## config.mk

```make
export PLATFORM = sky130hd
export DESIGN_NAME = block_serializer_flat
export DESIGN_NICKNAME = d
export VERILOG_FILES = /design/src/rtl/block_serializer_if.sv /design/src/rtl/block_serializer.sv /design/src/flat_wrapper.sv
export SDC_FILE = /design/constraint.sdc
export NUM_CORES = 1
export LEC_CHECK = 0
export ABC_AREA = 1
export CAP_MARGIN = 30
export CORE_AREA = 2 2 204 206
export CTS_BUF_LIST = sky130_fd_sc_hd__clkbuf_4
export DETAILED_ROUTE_END_ITERATION = 6
export DIE_AREA = 0 0 206 208
export GPL_TIMING_DRIVEN = 0
export MAX_ROUTING_LAYER = met4
export PLACE_DENSITY = 0.79
export SLEW_MARGIN = 20
export SYNTH_ARGS = -nofsm -noshare
export SYNTH_HDL_FRONTEND = slang
export SYNTH_SLANG_ARGS = --single-unit
```

## constraint.sdc

```tcl
create_clock -name clk -period 1.53 [get_ports clk]
set_clock_uncertainty 0.05 [all_clocks]
set_input_delay 0.306 -clock clk [delete_from_list [all_inputs] [get_ports clk]]
set_output_delay 0.306 -clock clk [all_outputs]
set_load 0.02 [all_outputs]
```

## src/rtl/block_serializer_if.sv

```systemverilog
// Parallel-load / byte-stream handshake bundle for block_serializer.
// master: serializer side; slave: environment side (block source and byte sink).
interface block_serializer_if #(
    parameter int unsigned MAXELEMENTS = 44
);
    logic                     load_valid;
    logic                     load_ready;
    logic [MAXELEMENTS*8-1:0] load_data;
    logic                     out_valid;
    logic                     out_ready;
    logic [7:0]               out_byte;
    logic                     out_last;

    modport master (
        input  load_valid, load_data, out_ready,
        output load_ready, out_valid, out_byte, out_last
    );

    modport slave (
        output load_valid, load_data, out_ready,
        input  load_ready, out_valid, out_byte, out_last
    );
endinterface

```

## src/rtl/block_serializer.sv

```systemverilog
// Captures a MAXELEMENTS-byte block and streams it LSB-byte first with valid/ready/last.
// Optional BLOCK_SERIALIZER_CHECKSUM_EN appends an XOR-of-all-bytes trailer byte.
module block_serializer #(
    parameter int unsigned MAXELEMENTS = 44,
    parameter int unsigned COUNTBITS   = 7
) (
    input logic                clk,
    input logic                rst,
    block_serializer_if.master bus
);

    localparam int unsigned DataW = MAXELEMENTS * 8;
`ifdef BLOCK_SERIALIZER_CHECKSUM_EN
    localparam int unsigned LastIdx = MAXELEMENTS;
    localparam logic [COUNTBITS-1:0] CsumCount = COUNTBITS'(MAXELEMENTS - 1);
`else
    localparam int unsigned LastIdx = MAXELEMENTS - 1;
`endif
    localparam logic [COUNTBITS-1:0] LastCount = COUNTBITS'(LastIdx);

    typedef enum logic [0:0] {StIdle, StSend} state_e;

    state_e               state_q, state_d;
    logic [DataW-1:0]     data_q, data_d;
    logic [COUNTBITS-1:0] count_q, count_d;
`ifdef BLOCK_SERIALIZER_CHECKSUM_EN
    logic [7:0]           csum_q, csum_d;
`endif

    logic sending;
    logic last;
    logic ready;

    always_ff @(posedge clk or negedge rst) begin
        if (!rst) begin
            state_q <= StIdle;
            data_q  <= '0;
            count_q <= '0;
`ifdef BLOCK_SERIALIZER_CHECKSUM_EN
            csum_q  <= '0;
`endif
        end else begin
            state_q <= state_d;
            data_q  <= data_d;
            count_q <= count_d;
`ifdef BLOCK_SERIALIZER_CHECKSUM_EN
            csum_q  <= csum_d;
`endif
        end
    end

    always_comb begin
        state_d = state_q;
        data_d  = data_q;
        count_d = count_q;
`ifdef BLOCK_SERIALIZER_CHECKSUM_EN
        csum_d  = csum_q;
`endif
        sending = (state_q == StSend);
        last    = sending && (count_q == LastCount);
        ready   = !sending || (last && bus.out_ready);

        if (bus.load_valid && ready) begin
            state_d = StSend;
            data_d  = bus.load_data;
            count_d = '0;
`ifdef BLOCK_SERIALIZER_CHECKSUM_EN
            csum_d  = '0;
`endif
        end else if (sending && bus.out_ready) begin
            data_d  = data_q >> 8;
            count_d = count_q + 1'b1;
`ifdef BLOCK_SERIALIZER_CHECKSUM_EN
            csum_d  = csum_q ^ data_q[7:0];
            // Park the finished checksum in the output byte slot so out_byte stays a register.
            if (count_q == CsumCount) begin
                data_d[7:0] = csum_q ^ data_q[7:0];
            end
`endif
            if (last) begin
                state_d = StIdle;
                count_d = '0;
            end
        end
    end

    assign bus.out_valid  = sending;
    assign bus.out_byte   = data_q[7:0];
    assign bus.out_last   = last;
    assign bus.load_ready = ready;

endmodule

```

## src/flat_wrapper.sv

```systemverilog
// flat-port wrapper written by rule: the top's interface ports become plain ports
module block_serializer_flat 
#(
    parameter int unsigned MAXELEMENTS = 44,
    parameter int unsigned COUNTBITS   = 7
)
  (clk, rst, bus_load_valid, bus_load_data, bus_out_ready, bus_load_ready, bus_out_valid, bus_out_byte, bus_out_last);
  block_serializer_if #(.MAXELEMENTS(MAXELEMENTS)) bus_i ();
  input logic clk;
  input logic rst;
  input wire logic [$bits(bus_i.load_valid)-1:0] bus_load_valid;
  input wire logic [$bits(bus_i.load_data)-1:0] bus_load_data;
  input wire logic [$bits(bus_i.out_ready)-1:0] bus_out_ready;
  output wire logic [$bits(bus_i.load_ready)-1:0] bus_load_ready;
  output wire logic [$bits(bus_i.out_valid)-1:0] bus_out_valid;
  output wire logic [$bits(bus_i.out_byte)-1:0] bus_out_byte;
  output wire logic [$bits(bus_i.out_last)-1:0] bus_out_last;
  assign bus_i.load_valid = bus_load_valid;
  assign bus_i.load_data = bus_load_data;
  assign bus_i.out_ready = bus_out_ready;
  assign bus_load_ready = bus_i.load_ready;
  assign bus_out_valid = bus_i.out_valid;
  assign bus_out_byte = bus_i.out_byte;
  assign bus_out_last = bus_i.out_last;
  block_serializer #(.MAXELEMENTS(MAXELEMENTS), .COUNTBITS(COUNTBITS)) u_core (.clk(clk), .rst(rst), .bus(bus_i));
endmodule
```

==> summary.md <==
| Metric | Value |
|---|---|
| Status | `finished, violations left` |
| Failing checks | `negative setup slack` |
| Final hold vios | `0` |
| H-tree Lvls | `3` |
| Height of the chip | `208 um` |
| Pwr Density | `987 mW/mm2` |
| RSZ-0062 raised after global routing | `yes` |
| Drc violations | `0` |
| CTS tree | `done` |
| Placed wire-length estimate | `42700 um` |
| Slew headroom | `46.5%` |
| Tcrit/Tclk final | `155%` |
| Seq/Total Area, Yosys | `44.6%` |
| CP Capture Type | `output pin` |
| Vias in the first global route | `19.6k` |
| Largest net degree at the start of global routing | `98` |
| Post-DRT Antenna Nets | `0` |
| Die W | `~210 um` |
| Critical Path RT | `1.17 ns` |
| Slew @ Worst Pin | `0.803 ns` |
| Placed cell count | `3943` |
| Lkg Pwr | `between 0.015 and 0.02 uW` |
| Largest cells by area after synthesis | `dfrtp_1 45%, nand2_1 19%, nand3_1 17%` |
| Post-Syn Nets | `between 3k and 4k` |
| # nets final | `3886` |
| CTS sink cnt | `360` |
| Clock-pin slew of the registers on the worst-case setup and hold paths | `0.07 ns` |
| Mapped Area | `0.0202 mm2` |
| Crit-path max FO | `4` |
| Initial Util | `49.8%` |
| Most frequent cell after synthesis | `nand2_1` |
| Die ar. | `0.0428 mm2` |
| Via count | `20.1k` |
| CP arrival | `2.02 ns` |
| IO buf count | `366` |
| Root Buffer | `clkbuf_4` |
| Starting DRT DRC Count | `1393` |
| First-pass GRT wire length | `95300 um` |
| Global Route Usage Sum | `between 20% and 30%` |
| Max-Cap Viols | `0` |
| Grt ovf | `0` |
| Min-delay worst type | `in2async` |
| Drt wl/cell | `14.3 um` |
| Mean post-synth cell area | `6.64 um2` |
| VDD IR max | `0.525 mV` |
| Initial antenna violation count | `9` |
| CTS Buf Count | `98` |
| Setup-failing EPs final | `369` |
| Clock Latency Late Sink | `0.79 ns` |
| Leading cell types by count after synthesis | `1048 x nand2_1, 704 x nand3_1, 698 x inv_1` |
| Top_reg_cell synth | `dfrtp_1` |
| Clock Tree Buf Depth | `3` |
| Rows | `74` |
| Fin worst setup slack | `-0.846 ns` |
| Share of layout cells above drive strength 1 | `10.7%` |
| Area growth syn-to-layout | `32.1%` |
| Period minus WS final | `2.38 ns` |
| I/O pin count | `367` |
| Layout Cells excl Fill | `4141` |
| Ys Warns | `0` |
| Post-synth ARST share | `100%` |
| Critical path type | `reg2out` |
| Via/cell ratio | `4.85` |
| Total core area | `a little over 0.04 mm2` |
| Synthesized flop and latch total | `360` |
| Cells after synthesis | `3041` |
| Yosys top cell area share | `44.6%` |
| Fmax | `approximately 0.42 GHz` |
| EDFF count, synth | `0` |
| Global placement routability congestion | `0.931` |
| Yosys top cell by area | `dfrtp_1` |
| Post-Route WL | `59400 um` |
| Critical Path Start Type | `flop` |
| Post-synth cell types | `19` |
| TritonRoute pass-1 iters | `6` |
| Fin util | `about two thirds` |
| Pins Over Slew Limit | `0` |
| Filler cells | `3631` |
==> state kept, by name, summed over array words and instances, names as in the netlist <==
signal	flops
u_core.count_q	7
u_core.bus.out_valid	1
u_core.data_q	352
==> worst max-delay path, stage by stage (launching register included) <==
cell and delay, ns:
dfrtp_1 0.43, inv_2 0.10, nand2_1 0.08, nor2_2 0.12, nand3_2 0.08, nand2_2 0.10
buf_6 0.10, buf_8 0.09, buf_6 0.11
==> worst paths after layout <==
path / start / endpoint / slack [ns] / cells past startpoint
max: u_core.count_q[2] / bus_load_ready / -0.85 / 8
min in group clk: bus_load_data[344] / u_core.data_q[344] / 0.11 / 3
min: rst / u_core.data_q[33] / 0.01 / 3
max in group asynchronous: rst / u_core.data_q[181] / 0.48 / 4
min reg2reg: u_core.data_q[212] / u_core.data_q[212] / 0.42 / 2
max reg2reg: u_core.count_q[1] / u_core.data_q[234] / -0.54 / 11
==> stage by stage <==
| step | setup WS [ns] | setup TNS, ns | total power [uW] | hold WS (ns) | cell area, um2 |
|---|---|---|---|---|---|
| 2_1_floorplan | -0.0349 | -10.88 | 15300 | -0.0396 | 20300 |
| 3_3_place_gp | -17.22 | -6125.00 | 17400 | 0.411 | 24600 |
| 3_5_place_dp | -1.42 | -430.79 | 17600 | 0.143 | 24700 |
| 4_1_cts | -0.886 | -140.76 | 26400 | 0.000445 | 26400 |
| 6_report | -0.846 | -146.03 | 26300 | 0.0135 | 26700 |
| 5_1_grt | -0.962 | -182.23 | 28000 | 0.000378 | 26700 |
==> cells by family (layout without fill, tap and decap cells) <==
kind of cell | Yosys count | in the layout | share of synthesized area (%)
compound gates | 15 | 15 | 0.403
xor+xnor | 2 | 2 | 0.0868
fa+ha+maj | 1 | 1 | 0.0619
buf+inv | 900 | 1458 | 17.7
flops | 360 | 360 | 44.6
other cells | 0 | 10 | 0
simple gates | 1763 | 1763 | 37.2
==> report_power, final <==
| group | switching (uW) | leakage [uW] | internal [uW] |
|---|---|---|---|
| registers | 913 | 0.00485 | 11100 |
| logic | 3130 | 0.0103 | 2620 |
| clock network | 4150 | 0.000727 | 4420 |
| total | 8190 | 0.0158 | 18100 |
==> layout make-up <==
cell class / instances / area (um2) / share of cell area [%]
inverters: 699 / 2630 / 9.84
well taps: 532 / 666 / 2.49
flip-flops and latches: 360 / 9010 / 33.8
diodes: 10 / 25.0 / 0.0938
multi-input cells: 1781 / 7770 / 29.1
repair buffers: 392 / 4060 / 15.2
plain buffers: 197 / 1330 / 4.97
clock inverters: 20 / 75.1 / 0.281
clock buffers: 150 / 1130 / 4.22
==> cell usage in the layout, fill, tap and decap left out, drive strengths merged, types with 8 or more instances in the layout <==
master | Yosys | routed
nor2 | 8 | 8
diode | 0 | 10
clkinv | 0 | 18
nand3 | 704 | 704
nand2 | 1048 | 1048
buf | 100 | 133
clkdlybuf4s50 | 0 | 354
clkbuf | 101 | 248
dfrtp | 360 | 360
inv | 699 | 701
o21ai | 14 | 14
==> metal layers <==
metal,track usage (%),vias up,wire (um),share of wire [%]
li1,-,10100,-,-
met5,-,-,0,0
met1,36.6,9143,25400,43
met3,5.04,145,4090,6.9
met4,11.9,0,2130,3.6
met2,44.5,698,27800,47
==> timing repair <==
action | in CTS | in global routing
setup endpoints to repair | 371 | 371
pin swaps | 7 | 11
hold endpoints to repair | 181 | 0
hold buffers | 3 | 0
cloned | 2 | 2
resized for setup | 176 | 102
buffers inserted | 10 | 6
Note: power is estimated with default switching activity, not from simulation.
